`config.mk`:
```
export PLATFORM = sky130hd
export DESIGN_NAME = conv_sched_param_1
export DESIGN_NICKNAME = d
export VERILOG_FILES = /design/src/rtl/conv_sched_param_1.sv
export SDC_FILE = /design/constraint.sdc
export NUM_CORES = 1
export LEC_CHECK = 0
export ABC_CLOCK_PERIOD_IN_PS = 4800
export CORE_UTILIZATION = 55
export CTS_CLUSTER_DIAMETER = 100
export DETAILED_ROUTE_END_ITERATION = 10
export GPL_ROUTABILITY_DRIVEN = 0
export PLACE_DENSITY = 0.77
export SYNTH_ARGS = -nofsm -noshare
export SYNTH_HDL_FRONTEND = slang
export SYNTH_SLANG_ARGS = --single-unit
export TNS_END_PERCENT = 10
```
`constraint.sdc`:
```
create_clock -name clk -period 4.8 [get_ports clk]
set_input_delay 0.72 -clock clk [delete_from_list [all_inputs] [get_ports clk]]
set_output_delay 0.72 -clock clk [all_outputs]
set_load 0.05 [all_outputs]
```
`src/rtl/conv_sched_param_1.sv`:
```
// conv_sched_param_1
// Layer-level sequencer for one convolution stage. After a start request it
// pulses a reset to the weight/feature address generators, then steps them for
// NUM_ONEMULT * W * H output pixels of NUM_ONE_PIXEL_CYCLE cycles each. The
// accumulator is cleared on the first cycle of every pixel, and a result strobe
// follows each pixel's last MAC cycle after the MAC pipeline latency. Issue
// pauses at pixel boundaries while the output buffer is full. At the end of
// the layer the pipeline is drained and a one-cycle done pulse is produced.
module conv_sched_param_1 #(
    parameter int NUM_ONEMULT           = 2,
    parameter int OUT_FEATURE_WIDTH_W   = 2,
    parameter int OUT_FEATURE_WIDTH_H   = 2,
    parameter int NUM_ONE_PIXEL_CYCLE   = 4,
    parameter int PIPE_LATENCY          = 4,
    parameter int NUM_MULTCOMP_BITWIDTH = 2,
    parameter int OUTPIXEL_BITWIDTH     = 4,
    parameter int CYC_BITWIDTH          = 8
) (
    input  logic                             clk,
    input  logic                             reset,
    input  logic                             start,
    input  logic                             out_ready,
    output logic                             addr_reset,
    output logic                             addr_enable,
    output logic                             acc_clear,
    output logic                             out_valid,
    output logic [OUTPIXEL_BITWIDTH-1:0]     cur_pixel,
    output logic [NUM_MULTCOMP_BITWIDTH-1:0] cur_multcomp,
    output logic                             busy,
    output logic                             done
);

    // Comparison width: wide enough that neither the counters nor the limit
    // constants lose bits when compared.
    localparam int WIDE_A = (OUTPIXEL_BITWIDTH > CYC_BITWIDTH) ? OUTPIXEL_BITWIDTH : CYC_BITWIDTH;
    localparam int WIDE_B = (WIDE_A > NUM_MULTCOMP_BITWIDTH) ? WIDE_A : NUM_MULTCOMP_BITWIDTH;
    localparam int CMP_W  = WIDE_B + 1;

    localparam int PIX_TOTAL = OUT_FEATURE_WIDTH_W * OUT_FEATURE_WIDTH_H;

    localparam logic [CMP_W-1:0] LAST_CYC   = CMP_W'(NUM_ONE_PIXEL_CYCLE - 1);
    localparam logic [CMP_W-1:0] LAST_PIX   = CMP_W'(PIX_TOTAL - 1);
    localparam logic [CMP_W-1:0] LAST_MC    = CMP_W'(NUM_ONEMULT - 1);
    localparam logic [CMP_W-1:0] LAST_DRAIN = CMP_W'(PIPE_LATENCY - 1);
    localparam logic [CMP_W-1:0] CMP_ZERO   = {CMP_W{1'b0}};

    typedef enum logic [2:0] {
        S_IDLE  = 3'd0,
        S_CLR   = 3'd1,
        S_RUN   = 3'd2,
        S_WAIT  = 3'd3,
        S_DRAIN = 3'd4,
        S_DONE  = 3'd5
    } state_t;

    state_t                           r_state;
    logic [CYC_BITWIDTH-1:0]          r_cyc;
    logic [OUTPIXEL_BITWIDTH-1:0]     r_pix;
    logic [NUM_MULTCOMP_BITWIDTH-1:0] r_mc;
    logic [CYC_BITWIDTH-1:0]          r_drain;
    logic [PIPE_LATENCY-1:0]          r_vpipe;

    logic [CMP_W-1:0] w_cyc_ext;
    logic [CMP_W-1:0] w_pix_ext;
    logic [CMP_W-1:0] w_mc_ext;
    logic [CMP_W-1:0] w_drain_ext;
    logic             w_pix_last;
    logic             w_pix_more;
    logic             w_mc_more;
    logic             w_drain_last;
    logic             w_cyc_zero;
    logic             w_feed;

    assign w_cyc_ext   = CMP_W'(r_cyc);
    assign w_pix_ext   = CMP_W'(r_pix);
    assign w_mc_ext    = CMP_W'(r_mc);
    assign w_drain_ext = CMP_W'(r_drain);

    // Last MAC cycle of the pixel being issued (also the first when N = 1).
    assign w_pix_last   = (w_cyc_ext == LAST_CYC);
    assign w_cyc_zero   = (w_cyc_ext == CMP_ZERO);
    assign w_pix_more   = (w_pix_ext < LAST_PIX);
    assign w_mc_more    = (w_mc_ext < LAST_MC);
    assign w_drain_last = (w_drain_ext == LAST_DRAIN);

    // A pixel's result enters the latency line on its final MAC cycle.
    assign w_feed = (r_state == S_RUN) && w_pix_last;

    assign out_valid    = r_vpipe[PIPE_LATENCY-1];
    assign cur_pixel    = r_pix;
    assign cur_multcomp = r_mc;

    // Layer FSM: state, counters and the registered control outputs, which are
    // loaded with the values belonging to the state being entered.
    always_ff @(posedge clk) begin
        if (reset) begin
            r_state     <= S_IDLE;
            r_cyc       <= '0;
            r_pix       <= '0;
            r_mc        <= '0;
            r_drain     <= '0;
            addr_reset  <= 1'b0;
            addr_enable <= 1'b0;
            acc_clear   <= 1'b0;
            busy        <= 1'b0;
            done        <= 1'b0;
        end else begin
            addr_reset  <= 1'b0;
            addr_enable <= 1'b0;
            acc_clear   <= 1'b0;
            done        <= 1'b0;
            busy        <= 1'b1;
            case (r_state)
                S_IDLE: begin
                    if (start) begin
                        r_state    <= S_CLR;
                        addr_reset <= 1'b1;
                    end else begin
                        busy <= 1'b0;
                    end
                end
                S_CLR: begin
                    r_cyc       <= '0;
                    r_pix       <= '0;
                    r_mc        <= '0;
                    r_state     <= S_RUN;
                    addr_enable <= 1'b1;
                    acc_clear   <= 1'b1;
                end
                S_RUN: begin
                    if (!w_pix_last) begin
                        r_cyc       <= r_cyc + CYC_BITWIDTH'(1);
                        addr_enable <= 1'b1;
                    end else begin
                        r_cyc <= '0;
                        if (w_pix_more || w_mc_more) begin
                            if (w_pix_more) begin
                                r_pix <= r_pix + OUTPIXEL_BITWIDTH'(1);
                            end else begin
                                r_pix <= '0;
                                r_mc  <= r_mc + NUM_MULTCOMP_BITWIDTH'(1);
                            end
                            // Back-pressure is only honoured at a pixel boundary.
                            if (out_ready) begin
                                addr_enable <= 1'b1;
                                acc_clear   <= 1'b1;
                            end else begin
                                r_state <= S_WAIT;
                            end
                        end else begin
                            r_state <= S_DRAIN;
                            r_drain <= '0;
                        end
                    end
                end
                S_WAIT: begin
                    if (out_ready) begin
                        r_state     <= S_RUN;
                        addr_enable <= 1'b1;
                        acc_clear   <= w_cyc_zero;
                    end else begin
                        r_state <= S_WAIT;
                    end
                end
                S_DRAIN: begin
                    if (w_drain_last) begin
                        r_state <= S_DONE;
                        done    <= 1'b1;
                    end else begin
                        r_drain <= r_drain + CYC_BITWIDTH'(1);
                    end
                end
                S_DONE: begin
                    r_state <= S_IDLE;
                    busy    <= 1'b0;
                end
                default: begin
                    r_state <= S_IDLE;
                    busy    <= 1'b0;
                end
            endcase
        end
    end

    generate
        if (PIPE_LATENCY == 1) begin : g_vpipe_one
            // Single-stage result strobe line.
            always_ff @(posedge clk) begin
                if (reset) begin
                    r_vpipe <= '0;
                end else begin
                    r_vpipe <= w_feed;
                end
            end
        end else begin : g_vpipe_multi
            // Free-running result strobe line, one stage per cycle of MAC latency.
            always_ff @(posedge clk) begin
                if (reset) begin
                    r_vpipe <= '0;
                end else begin
                    r_vpipe <= {r_vpipe[PIPE_LATENCY-2:0], w_feed};
                end
            end
        end
    endgenerate

endmodule
```
==> results list <==
- Detailed router's first-iteration violation count: 78
- Cell Area, Synth: 0.001784 mm²
- Gate count of the mapped netlist: a little over 200
- Once layout is done, the placed cells without fillers occupy 0.002018 mm².
- For this run, the number of standard cells in the final layout without fillers is 258.
* PostCTS Resize Cnt: 0
* Diodes inserted: 0
- Along the worst hold path, the cell count comes to 1.
- Launch instance of the worst register-to-register path: r_state[1]
- The first global-routing pass estimated about 6500 µm of wire.
- Detailed placement ended at an HPWL of between 2000 and 3000 µm.
* Boundary pin count: 16
- Crit Path Max Fanout: 29
* Hold violation total from the final report: 0
- The worst path meets setup with roughly 2200 ps of slack.
- Startpoint class of the critical path: register
* DR WL/cell: 15.30 µm
* Total power of the final layout: 0.0008493 W
- The Yosys step of the flow raised 0 warnings.
- The placed instances occupy a cell area of 0.001937 mm².
- Via total after detailed routing: 1595
- In the final layout, the share of cells above drive strength 1 is under 10%.
- Setup violations remaining at the end of the flow were counted as 0.
- The die is 58.96 µm wide.
- Remaining Overflow, GRT: 0
- Total DRC errors in the routed layout: 0
- Clock insertion delay at the later pin of the skew report: between 300 and 400 ps
- By area the synthesized netlist is led by sky130_fd_sc_hd__dfxtp_1, sky130_fd_sc_hd__o211ai_1, sky130_fd_sc_hd__ha_1.
* Clock Tree Root: sky130_fd_sc_hd__clkbuf_4
* Total routing usage reported by global routing: 25.14%
- Commonest non-fill, non-tap cell in the layout: sky130_fd_sc_hd__dfxtp_1
- Of all flip-flops after synthesis, the portion carrying an async set or reset was 0%.
- Across the VDD grid, the largest voltage drop is 0.2883 mV.
- The synthesized design contains 34 register bits.
- Drt first pass iters: 4
* Die area: 0.003476 mm²
* Clock sink total: 34
* Type of destination of the critical path: register
- IO Port Bufs: 15
- TritonCTS built the clock tree.
* Static Leak: slightly below 0.7 nW
* Worst Reg2Reg Path Length in Cells: 4
- Overall die height: around 60 µm
* Max Clock Skew: 8.650 ps
- # Post-CTS Setup Buffers: 0
- Sequential elements use 38.15% of the synthesized area.
* Worst max-slew margin expressed relative to the limit: 24.74%
* Syn-to-layout area delta: 13.11%
- Timing startpoint of the critical path: r_state[1]
* Row Count: 20
* Number of placed cells counting well taps: 251
- Post-Synthesis Net Count: 212
* Required @ worst endpoint: 5060 ps
* Final period utilization: 53.14%
- Number of global-route vias before repair: between 1000 and 1500
- The critical path is of the register to register type.
- The smallest clock period supported by the final layout is computed as 2551 ps.
- Yosys mapped the design onto between 40 and 50 distinct sky130hd cell types.
* Number of flops mapped to enable cells by yosys: 0
- Most frequent cells in the layout: sky130_fd_sc_hd__dfxtp_1, sky130_fd_sc_hd__clkdlybuf4s50_1, sky130_fd_sc_hd__nand3_1, sky130_fd_sc_hd__a21oi_1
- Before CTS, the worst setup slack after placement is 2300 ps.
- CTS clk-pin slew, worst paths: 100 ps
* Effective utilization at floorplan: roughly three fifths
- At the pin with the least slew margin, the transition time is 1129 ps.
* Run status: finished, final reports clean
* Largest net degree at the start of global routing: 30
- Count of nets after finishing: 223
- Maximum operating frequency: around 0.39 GHz
* Class of the tightest hold or removal check: register to register
* H-Tree Depth: 2
- CTS buffer count: 5
* Count of final max-slew check failures: 0
- Data arrives at the worst endpoint at 2810 ps.
* Dominant cell type by area after synthesis: sky130_fd_sc_hd__dfxtp_1
- Power spread over the standard cell area amounts to about 420 mW/mm².
- In this run the most critical hold path is launched from r_vpipe[1].
- After clock tree synthesis, the flow added hold-fix buffers numbering 0.
* Remaining antenna violation count after routing: 0
- Adding up every negative setup slack in the final design gives 0 ps.
- Post-Syn Area per Cell: 8.789 µm²
- For this run, the leading register cell type out of synthesis is sky130_fd_sc_hd__dfxtp_1.
* RSZ-0062 raised after global routing: false
- In this run the standard cell core region covers between 0.003 and 0.004 mm².
- Number of antenna violations at the first check in global routing: 0
- Routed wire length: 3948 µm
- Counting along the longest clock path gives a buffer depth of 2.
- Top cell type's share of synthesized area: approximately two fifths
- Using the TritonRoute via totals, the vias-per-cell ratio works out to 6.182.
- The tool flagged a number of max-cap violations equal to 0.
- The layout has 267 filler cells.
## logic make-up after synthesis
group	synth area share [%]
simple gates	26.30
compound gates	23.28
flops	38.15
buf+inv	5.470
mux	2.805
fa+ha+maj	3.506
xor+xnor	0.4910
## critical path, stage by stage (launching register included)
cell	delay, ps
sky130_fd_sc_hd__dfxtp_1	550
sky130_fd_sc_hd__or3b_1	500
sky130_fd_sc_hd__a21oi_2	860
sky130_fd_sc_hd__a41oi_1	240
sky130_fd_sc_hd__a311oi_1	300
## layout make-up
cell class              count  area [µm²]  share of cell area, %
clock inverters             1       30.03                  1.488
clock buffers               6       51.30                  2.542
flip-flops and latches     34       680.7                  33.73
multi-input cells         147        1006                  49.84
inverters                  10       37.54                  1.860
well taps                  44       55.05                  2.728
repair buffers             16       157.7                  7.812
## path summary, 6_finish.rpt
path | slack [ps] | to
setup / recovery | 2250 | r_cyc[7]
hold / removal | 460 | r_vpipe[2]
hold reg to reg | 460 | r_vpipe[2]
setup reg to reg | 2250 | r_cyc[7]
## metal layers
layer | GRT usage, % | routed length [µm] | share of wire, % | vias to the layer above
met3 | 6.154 | 177 | 4.5 | 10
met2 | 37.34 | 1785 | 45 | 36
met5 | 0 | 0 | 0 | -
met4 | 11.90 | 84 | 2.1 | 0
met1 | 34.25 | 1901 | 48 | 750
li1 | - | - | - | 799
## state kept, by name (all words and copies together), names as in the netlist, 2 cells and up
signal / cells
r_cyc: 8
cur_pixel: 4
r_drain: 8
r_vpipe: 4
cur_multcomp: 2
r_state: 3
## through the flow
step                      util (%)  hold WS (ps)
after floorplan                  -         413.8
after global placement       63.44         418.6
after detailed placement     63.44         427.6
after CTS                    66.11         459.7
after global routing         66.11         473.4
final                        66.11         459.4
## power breakdown
part | internal, W | total, W | leakage [nW] | switching (W)
clock network | 0.000121 | 0.000217 | 0.0443 | 0.0000964
logic | 0.0000976 | 0.000290 | 0.354 | 0.000193
registers | 0.000306 | 0.000342 | 0.275 | 0.0000350
## cell usage after synthesis (2+ instances only)
cell type	instances
sky130_fd_sc_hd__or3b_2	2
sky130_fd_sc_hd__nand4b_1	2
sky130_fd_sc_hd__nor2_1	9
sky130_fd_sc_hd__a21oi_1	11
sky130_fd_sc_hd__a41oi_1	3
sky130_fd_sc_hd__ha_1	5
sky130_fd_sc_hd__inv_1	9
sky130_fd_sc_hd__nand2_1	9
sky130_fd_sc_hd__nand2b_1	3
sky130_fd_sc_hd__a211oi_1	4
sky130_fd_sc_hd__nor3b_2	2
sky130_fd_sc_hd__buf_2	6
sky130_fd_sc_hd__a311oi_1	5
sky130_fd_sc_hd__clkbuf_1	5
sky130_fd_sc_hd__dfxtp_1	34
sky130_fd_sc_hd__a21o_1	2
sky130_fd_sc_hd__nor2b_1	3
sky130_fd_sc_hd__o21ai_0	7
sky130_fd_sc_hd__or4_1	4
sky130_fd_sc_hd__and3_1	6
sky130_fd_sc_hd__o31a_1	2
sky130_fd_sc_hd__o211ai_1	9
sky130_fd_sc_hd__nor3b_1	3
sky130_fd_sc_hd__mux2i_1	5
sky130_fd_sc_hd__o31ai_1	6
sky130_fd_sc_hd__nand3_1	12
sky130_fd_sc_hd__or3_1	6
sky130_fd_sc_hd__a31oi_1	4
sky130_fd_sc_hd__nor3_1	8
Note: power is estimated with default switching activity, not from simulation.
